### src/rtl/serial_add_arbiter.sv
// Two-requester round-robin front end for a single bit-serial full adder.
// One WIDTH-bit add per grant, LSB first, WIDTH cycles in RUN, one DONE cycle.
module serial_add_arbiter #(
  parameter int WIDTH = 8
) (
  input  logic             clk,
  input  logic             rst,
  input  logic             req0,
  input  logic [WIDTH-1:0] a0,
  input  logic [WIDTH-1:0] b0,
  input  logic             req1,
  input  logic [WIDTH-1:0] a1,
  input  logic [WIDTH-1:0] b1,
  output logic             gnt,
  output logic             busy,
  output logic             done,
  output logic             done_id,
  output logic [WIDTH-1:0] sum,
  output logic             cout
);
  localparam int CW = (WIDTH > 1) ? $clog2(WIDTH) : 1;
  localparam logic [CW-1:0] LAST_BIT = CW'(WIDTH - 1);

  typedef enum logic [1:0] {S_IDLE, S_RUN, S_DONE} state_t;

  state_t           state_q, state_d;
  logic             gnt_q, gnt_d;
  logic             last_q, last_d;
  logic [WIDTH-1:0] opa_q, opa_d, opb_q, opb_d;
  logic [WIDTH-1:0] sr_q, sr_d;
  logic [WIDTH-1:0] sum_q, sum_d;
  logic             cout_q, cout_d;
  logic             carry_q, carry_d;
  logic [CW-1:0]    cnt_q, cnt_d;

  logic fa_s, fa_c, pick;

  // The one shared full-adder cell.
  assign fa_s = opa_q[0] ^ opb_q[0] ^ carry_q;
  assign fa_c = (opa_q[0] & opb_q[0]) | (carry_q & (opa_q[0] ^ opb_q[0]));

  // On a tie the requester not served last wins; otherwise the lone requester.
  assign pick = (req0 && req1) ? ~last_q : req1;

  always_comb begin
    state_d = state_q;
    gnt_d   = gnt_q;
    last_d  = last_q;
    opa_d   = opa_q;
    opb_d   = opb_q;
    sr_d    = sr_q;
    sum_d   = sum_q;
    cout_d  = cout_q;
    carry_d = carry_q;
    cnt_d   = cnt_q;
    case (state_q)
      S_IDLE: begin
        if (req0 || req1) begin
          gnt_d   = pick;
          last_d  = pick;
          opa_d   = pick ? a1 : a0;
          opb_d   = pick ? b1 : b0;
          carry_d = 1'b0;
          cnt_d   = '0;
          state_d = S_RUN;
        end
      end
      S_RUN: begin
        opa_d   = opa_q >> 1;
        opb_d   = opb_q >> 1;
        sr_d    = (sr_q >> 1) | (WIDTH'(fa_s) << (WIDTH - 1));
        carry_d = fa_c;
        cnt_d   = cnt_q + CW'(1);
        if (cnt_q == LAST_BIT) begin
          // Publish the result only on the edge into DONE so sum/cout hold between ops.
          sum_d   = sr_d;
          cout_d  = fa_c;
          state_d = S_DONE;
        end
      end
      S_DONE:  state_d = S_IDLE;
      default: state_d = S_IDLE;
    endcase
  end

  always_ff @(posedge clk) begin
    if (rst) begin
      state_q <= S_IDLE;
      gnt_q   <= 1'b0;
      last_q  <= 1'b1;
      opa_q   <= '0;
      opb_q   <= '0;
      sr_q    <= '0;
      sum_q   <= '0;
      cout_q  <= 1'b0;
      carry_q <= 1'b0;
      cnt_q   <= '0;
    end else begin
      state_q <= state_d;
      gnt_q   <= gnt_d;
      last_q  <= last_d;
      opa_q   <= opa_d;
      opb_q   <= opb_d;
      sr_q    <= sr_d;
      sum_q   <= sum_d;
      cout_q  <= cout_d;
      carry_q <= carry_d;
      cnt_q   <= cnt_d;
    end
  end

  assign gnt     = gnt_q;
  assign busy    = (state_q != S_IDLE);
  assign done    = (state_q == S_DONE);
  assign done_id = gnt_q;
  assign sum     = sum_q;
  assign cout    = cout_q;
endmodule

### config.mk
export PLATFORM = sky130hd
export DESIGN_NAME = serial_add_arbiter
export DESIGN_NICKNAME = d
export VERILOG_FILES = /design/src/rtl/serial_add_arbiter.sv
export SDC_FILE = /design/constraint.sdc
export NUM_CORES = 1
export LEC_CHECK = 0
export BUFFER_PORTS_ARGS = -buffer_cell sky130_fd_sc_hd__buf_4
export CORE_MARGIN = 1
export CORE_UTILIZATION = 45
export CTS_CLUSTER_DIAMETER = 30
export CTS_CLUSTER_SIZE = 25
export DETAILED_ROUTE_END_ITERATION = 12
export HOLD_SLACK_MARGIN = 0.06
export PLACE_DENSITY = 0.69
export SETUP_SLACK_MARGIN = 0.1
export SKIP_CTS_REPAIR_TIMING = 1
export SLEW_MARGIN = 20
export SYNTH_ARGS = -nofsm -noshare
export SYNTH_HDL_FRONTEND = slang
export SYNTH_SLANG_ARGS = --single-unit
### constraint.sdc
create_clock -name clk -period 1.4 [get_ports clk]
set_input_delay 0.14 -clock clk [delete_from_list [all_inputs] [get_ports clk]]
set_output_delay 0.14 -clock clk [all_outputs]
set_load 0.05 [all_outputs]
## Word level (Yosys, flattened, before mapping)

Index checks and enable logic that the tools add are counted.
Widths: inputs -> output; s select.

| storage, ports and cells | value |
|---|---|
| output and inout port bits | 13 |
| bits in latches | 0 |
| memories kept | 0 |
| input bits | 36 |
| bits in registers | 41 |
| word-level logic and storage cells | 46 |
| bits in read-only memories | 0 |
| memory bits (writable) | 0 |

| operators by class | value |
|---|---|
| bitwise gates (word level) | 7 |
| shifts and indexed selects | 0 |
| multiply operators | 0 |
| muxes and demuxes | 14 |
| add/subtract/negate cells | 1 |
| reduce and logical (&&, ||, !) cells | 9 |
| divide/modulo/power cells | 0 |
| equal/unequal tests | 5 |
| magnitude comparators | 0 |

Operators by type and width:

| operator | number |
|---|---|
| $mux 8 | 4 |
| $pmux 8 s2 | 2 |
| $or 7x8->8 | 1 |
| $reduce_and 2->1 | 4 |
| $pmux 3 s2 | 1 |
| $mux 2 | 2 |
| $ne 2x2->1 const B | 2 |
| $pmux 2 s2 | 1 |
| $reduce_bool 2->1 | 2 |
| $add 3x1->3 const B | 1 |
| $eq 3x3->1 const B | 1 |
| $mux 3 | 1 |
| $and 1x1->1 | 2 |
| $eq 2x1->1 const B | 1 |
| $eq 2x2->1 const B | 1 |
| $logic_not 2->1 | 1 |
| $mux 1 | 2 |
| $pmux 1 s2 | 1 |
| $xor 1x1->1 | 2 |
| $logic_and 1x1->1 | 1 |
| $logic_or 1x1->1 | 1 |
| $not 1->1 | 1 |
| $or 1x1->1 | 1 |

## Logic depth before layout (Yosys ltp)

| depth | value |
|---|---|
| depth in word-level cells | 5 |
| depth in mapped cells | 6 |
| depth with buffers taken out | 5 |

## Worst setup path after synthesis

OpenSTA, ideal clock, no wires.

| path | value |
|---|---|
| path type | reg2out |
| start | register state_q[1] |
| end | output port done |
| data required time | 1260 ps |
| path slack | -133 ps |
| data arrival time | 1393 ps |
| stages on the path, launching flop included | 3 |
| buffers on the path | 1 |
| cells stage by stage | dfxtp_1 -> clkbuf_1 -> nor2b_1 |

| on the way | value |
|---|---|
| longest elaborated chain between the ends | 1 |

RTL lines:

| element | RTL line | RTL |
|---|---|---|
| start: declaration | 26 | `state_t state_q, state_d;` |
| start signal: assignment | 99 | `state_q <= state_d;` |
| $eq 2x2->1 | 114 | `assign done = (state_q == S_DONE);` |
| end: declaration | 16 | `output logic done,` |

No other way between the ends.

## Final worst setup path

| path | value |
|---|---|
| start | register state_q[0] |
| end | register opa_q[6] |

| on the way | value |
|---|---|
| longest elaborated chain between the ends | 3 |
| elaborated cells on any way between the ends | 6 |
| those cells by class | eq/ne: 2; mux: 1; reduce/logical: 3 |

RTL lines:

| element | RTL line | RTL |
|---|---|---|
| $eq 2x1->1 / $logic_not 2->1 (equally long branches) | 56 | `case (state_q)` |
| $reduce_bool 2->1 (no line) / $ne 2x2->1 (equally long branches) | - |  |
| $reduce_and 2->1 (no line) | - |  |
| end signal: assignment | 102 | `opa_q <= opa_d;` |
| end: declaration | 29 | `logic [WIDTH-1:0] opa_q, opa_d, opb_q, opb_d;` |

Several ways; a longest one is shown, not always the timed one.
A chain may end at the register's enable or synchronous reset.

==> summary.txt <==
Detailed routing
  – Routed WL: around 4200 um
  – Vias per inst: 5.420
  – Antenna viol nets, final: 0
  – # DRC: 0
  – Routed len/inst: 12.81 um
  – Via count: around 1,800
  – DRT Pass-1 Iters: 4
  – Iteration-0 DRC Markers: between 100 and 150

Global route
  – Initial antenna violation count: 0
  – Vias in the first global route: approximately 1,500
  – First-pass GRT wire length: approximately 6500 um
  – Total track usage: 0.1869
  – Grt ovf: 0
  – Largest net degree at the start of global routing: between 40 and 50

STA
  – Setup TNS: 0 ns
  – Slew headroom: 0.6935
  – Worst Slack Setup Final: ~0.054 ns
  – Final Cycle Share: 0.9614
  – Fmax: around 0.74 GHz
  – RSZ-0062 raised after global routing: yes
  – Pins Over Slew Limit: 0
  – Max Clock Skew: 0.003001 ns
  – Final setup fails: 0
  – Crit path time final: 1.346 ns
  – Final Hold Viols: 0
  – Slew @ Worst Pin: approximately 0.46 ns

Logic synthesis
  – Post-Syn Nets: between 200 and 300
  – Synth Cell Area: between 1500 and 2000 sq um
  – Ys async rst share: 0
  – Seq/Total Area, Yosys: 0.4108
  – Top area cells in the synthesized netlist: dfxtp_1 41%, mux2i_1 8.2%, and3b_1 6.3%, a211oi_1 5.4%, a21oi_1 5.4%
  – Top-area cell type share of the netlist area: 0.4108
  – Main synth FF type: dfxtp_1
  – Synth Instances: 218
  – FF+latch count, synth: 40
  – Leading area contributor after synthesis: dfxtp_1
  – Synth Area per Inst: 8.942 sq um
  – Synth Warn #: 0
  – Synth unique cells: 31
  – Post-synth EDFFs: 0

Status
  – Status: complete, no violations

Placed design
  – Placed cell count: ~310
  – Placer Congestion: slightly above 0.7
  – Place WS: 0.05998 ns
  – I/O Buffers: 48
  – Post-DP HPWL: roughly 2800 um

Worst setup path
  – Crit path cell chain: nor2_4 -> clkinv_4 -> or3_4 -> buf_8 -> o22ai_1
  – Critical path's top delay family: simple AND/OR/NAND/NOR gates
  – CP bufs+invs: 2
  – Crit end category: flop
  – Critical path class: reg -> reg
  – CP max stage cell: or3_4
  – Worst Path Required: roughly 1.6 ns
  – Critical path arrival: around 1.6 ns
  – CP peak stage delay: ~0.4 ns
  – CP Launch Type: flop
  – CP max FO: 8

Clock network
  – Clk buf depth: 2
  – H-tree depth: 2
  – Root Driver: clkbuf_8
  – TritonCTS Buffers: 5
  – Clock sink count: 40
  – CTS tree: built
  – Clk_lat worst skew: approximately 0.29 ns
  – Clock transition at path regs: approximately 0.070 ns

Finish
  – Non-Filler Instances: roughly 320
  – Layout cells sized above 1: 0.3394
  – Antenna Diode Count: 0
  – Commonest non-fill, non-tap cells in the layout: 59 x buf_4, 37 x dfxtp_1, 28 x nand2_1
  – Filler cells: roughly 360
  – Leading cell type in the layout, fill and taps excluded: buf_4
  – Nets: around 310
  – Area delta synth->final: 36.71%

Power
  – Leakage: 1.104 nW
  – Peak VDD IR: 0.0004263 V
  – Power per cell area: approximately 970 nW/um^2

Run
  – Total of max-cap violations: 0

Die
  – I/O pin cnt: approximately 50
  – Die Y: between 60 and 70 um
  – Rows: 23
  – Die area: roughly 4600 sq um
  – Initial Util: 0.4770
  – Die Wd: between 60 and 70 um
  – Core Area: just over 4000 sq um

Hold path
  – Min-delay worst type: in -> reg
==> Yosys cell counts (all sizes together), types with 3 or more instances <==
library cell and count:
a211oi 14, a21oi 21, and2 14, and3b 14, buf 10, clkbuf 9, dfxtp 40, inv 3
mux2i 16, nand2 28, nand3 9, nor2 5, o211ai 3, o22ai 14
==> cell type report <==
| type | instances | area [sq um] | share of cell area |
|---|---|---|---|
| multi-input cells | 156 | 1097 | 0.4117 |
| flip-flops and latches | 40 | 809.5 | 0.3038 |
| repair buffers | 67 | 571.8 | 0.2146 |
| clock buffers | 6 | 72.57 | 0.02723 |
| well taps | 50 | 62.56 | 0.02347 |
| clock inverters | 2 | 35.03 | 0.01315 |
| inverters | 3 | 16.27 | 0.006103 |
==> power by group <==
part	internal, W	total, W	switching (W)	leakage [nW]
Clock	0.000529	0.000909	0.000381	0.0552
Combinational	0.000231	0.000445	0.000214	0.721
Sequential	0.00119	0.00123	0.0000414	0.328
==> cells by family (layout without fill, tap and decap cells) <==
group | after synthesis | after routing | share of synthesized area
AO/OA/AOI/OAI | 59 | 59 | 0.1919
multiplexers | 16 | 16 | 0.08215
AND/OR/NAND/NOR | 78 | 78 | 0.2304
adder cells (fa/ha/maj) | 3 | 3 | 0.02310
buffers and inverters | 22 | 78 | 0.06161
flip-flops | 40 | 40 | 0.4108
==> registers in the layout, indices dropped and copies added (netlist names) <==
signal	count
carry_q	1
cnt_q	3
cout	1
done_id	1
last_q	1
opa_q	8
opb_q	8
sr_q	7
state_q	2
sum	8
==> worst register-to-register path, delay by kind of cell (launching register included) <==
| kind | cells | cell delay (ns) |
|---|---|---|
| simple gates | 2 | 0.56 |
| flops | 1 | 0.37 |
| buf+inv | 2 | 0.23 |
| compound gates | 1 | 0.11 |
==> through the flow <==
stage	power (W)	utilization	instance area [sq um]	hold slack (ns)
global placement	0.001649	0.5919	2419	0.4052
detailed placement	0.001658	0.5919	2419	0.4153
CTS	0.002576	0.6182	2526	0.1114
finish	0.002588	0.6522	2665	0.1297
global route	0.002702	0.6522	2665	0.1352
floorplan	0.001497	-	1958	0.3102
==> path summary, 6_finish.rpt <==
| path | from | endpoint | slack [ns] | cells after the start |
|---|---|---|---|---|
| max | state_q[0] | opa_q[6] | 0.05 | 5 |
| min | b0[6] | opb_q[6] | 0.13 | 3 |
| max reg2reg | state_q[0] | opa_q[6] | 0.05 | 5 |
| min reg2reg | sum[6] | sum[6] | 0.45 | 2 |
==> per-layer routing <==
metal | vias to the layer above | global-route usage | wire (um)
li1 | 889 | - | -
met1 | 814 | 0.2318 | 1924
met2 | 48 | 0.3193 | 1976
met3 | 5 | 0.05000 | 215
met4 | 0 | 0.04688 | 36
met5 | - | 0 | 0
Note: power is estimated with default switching activity, not from simulation.
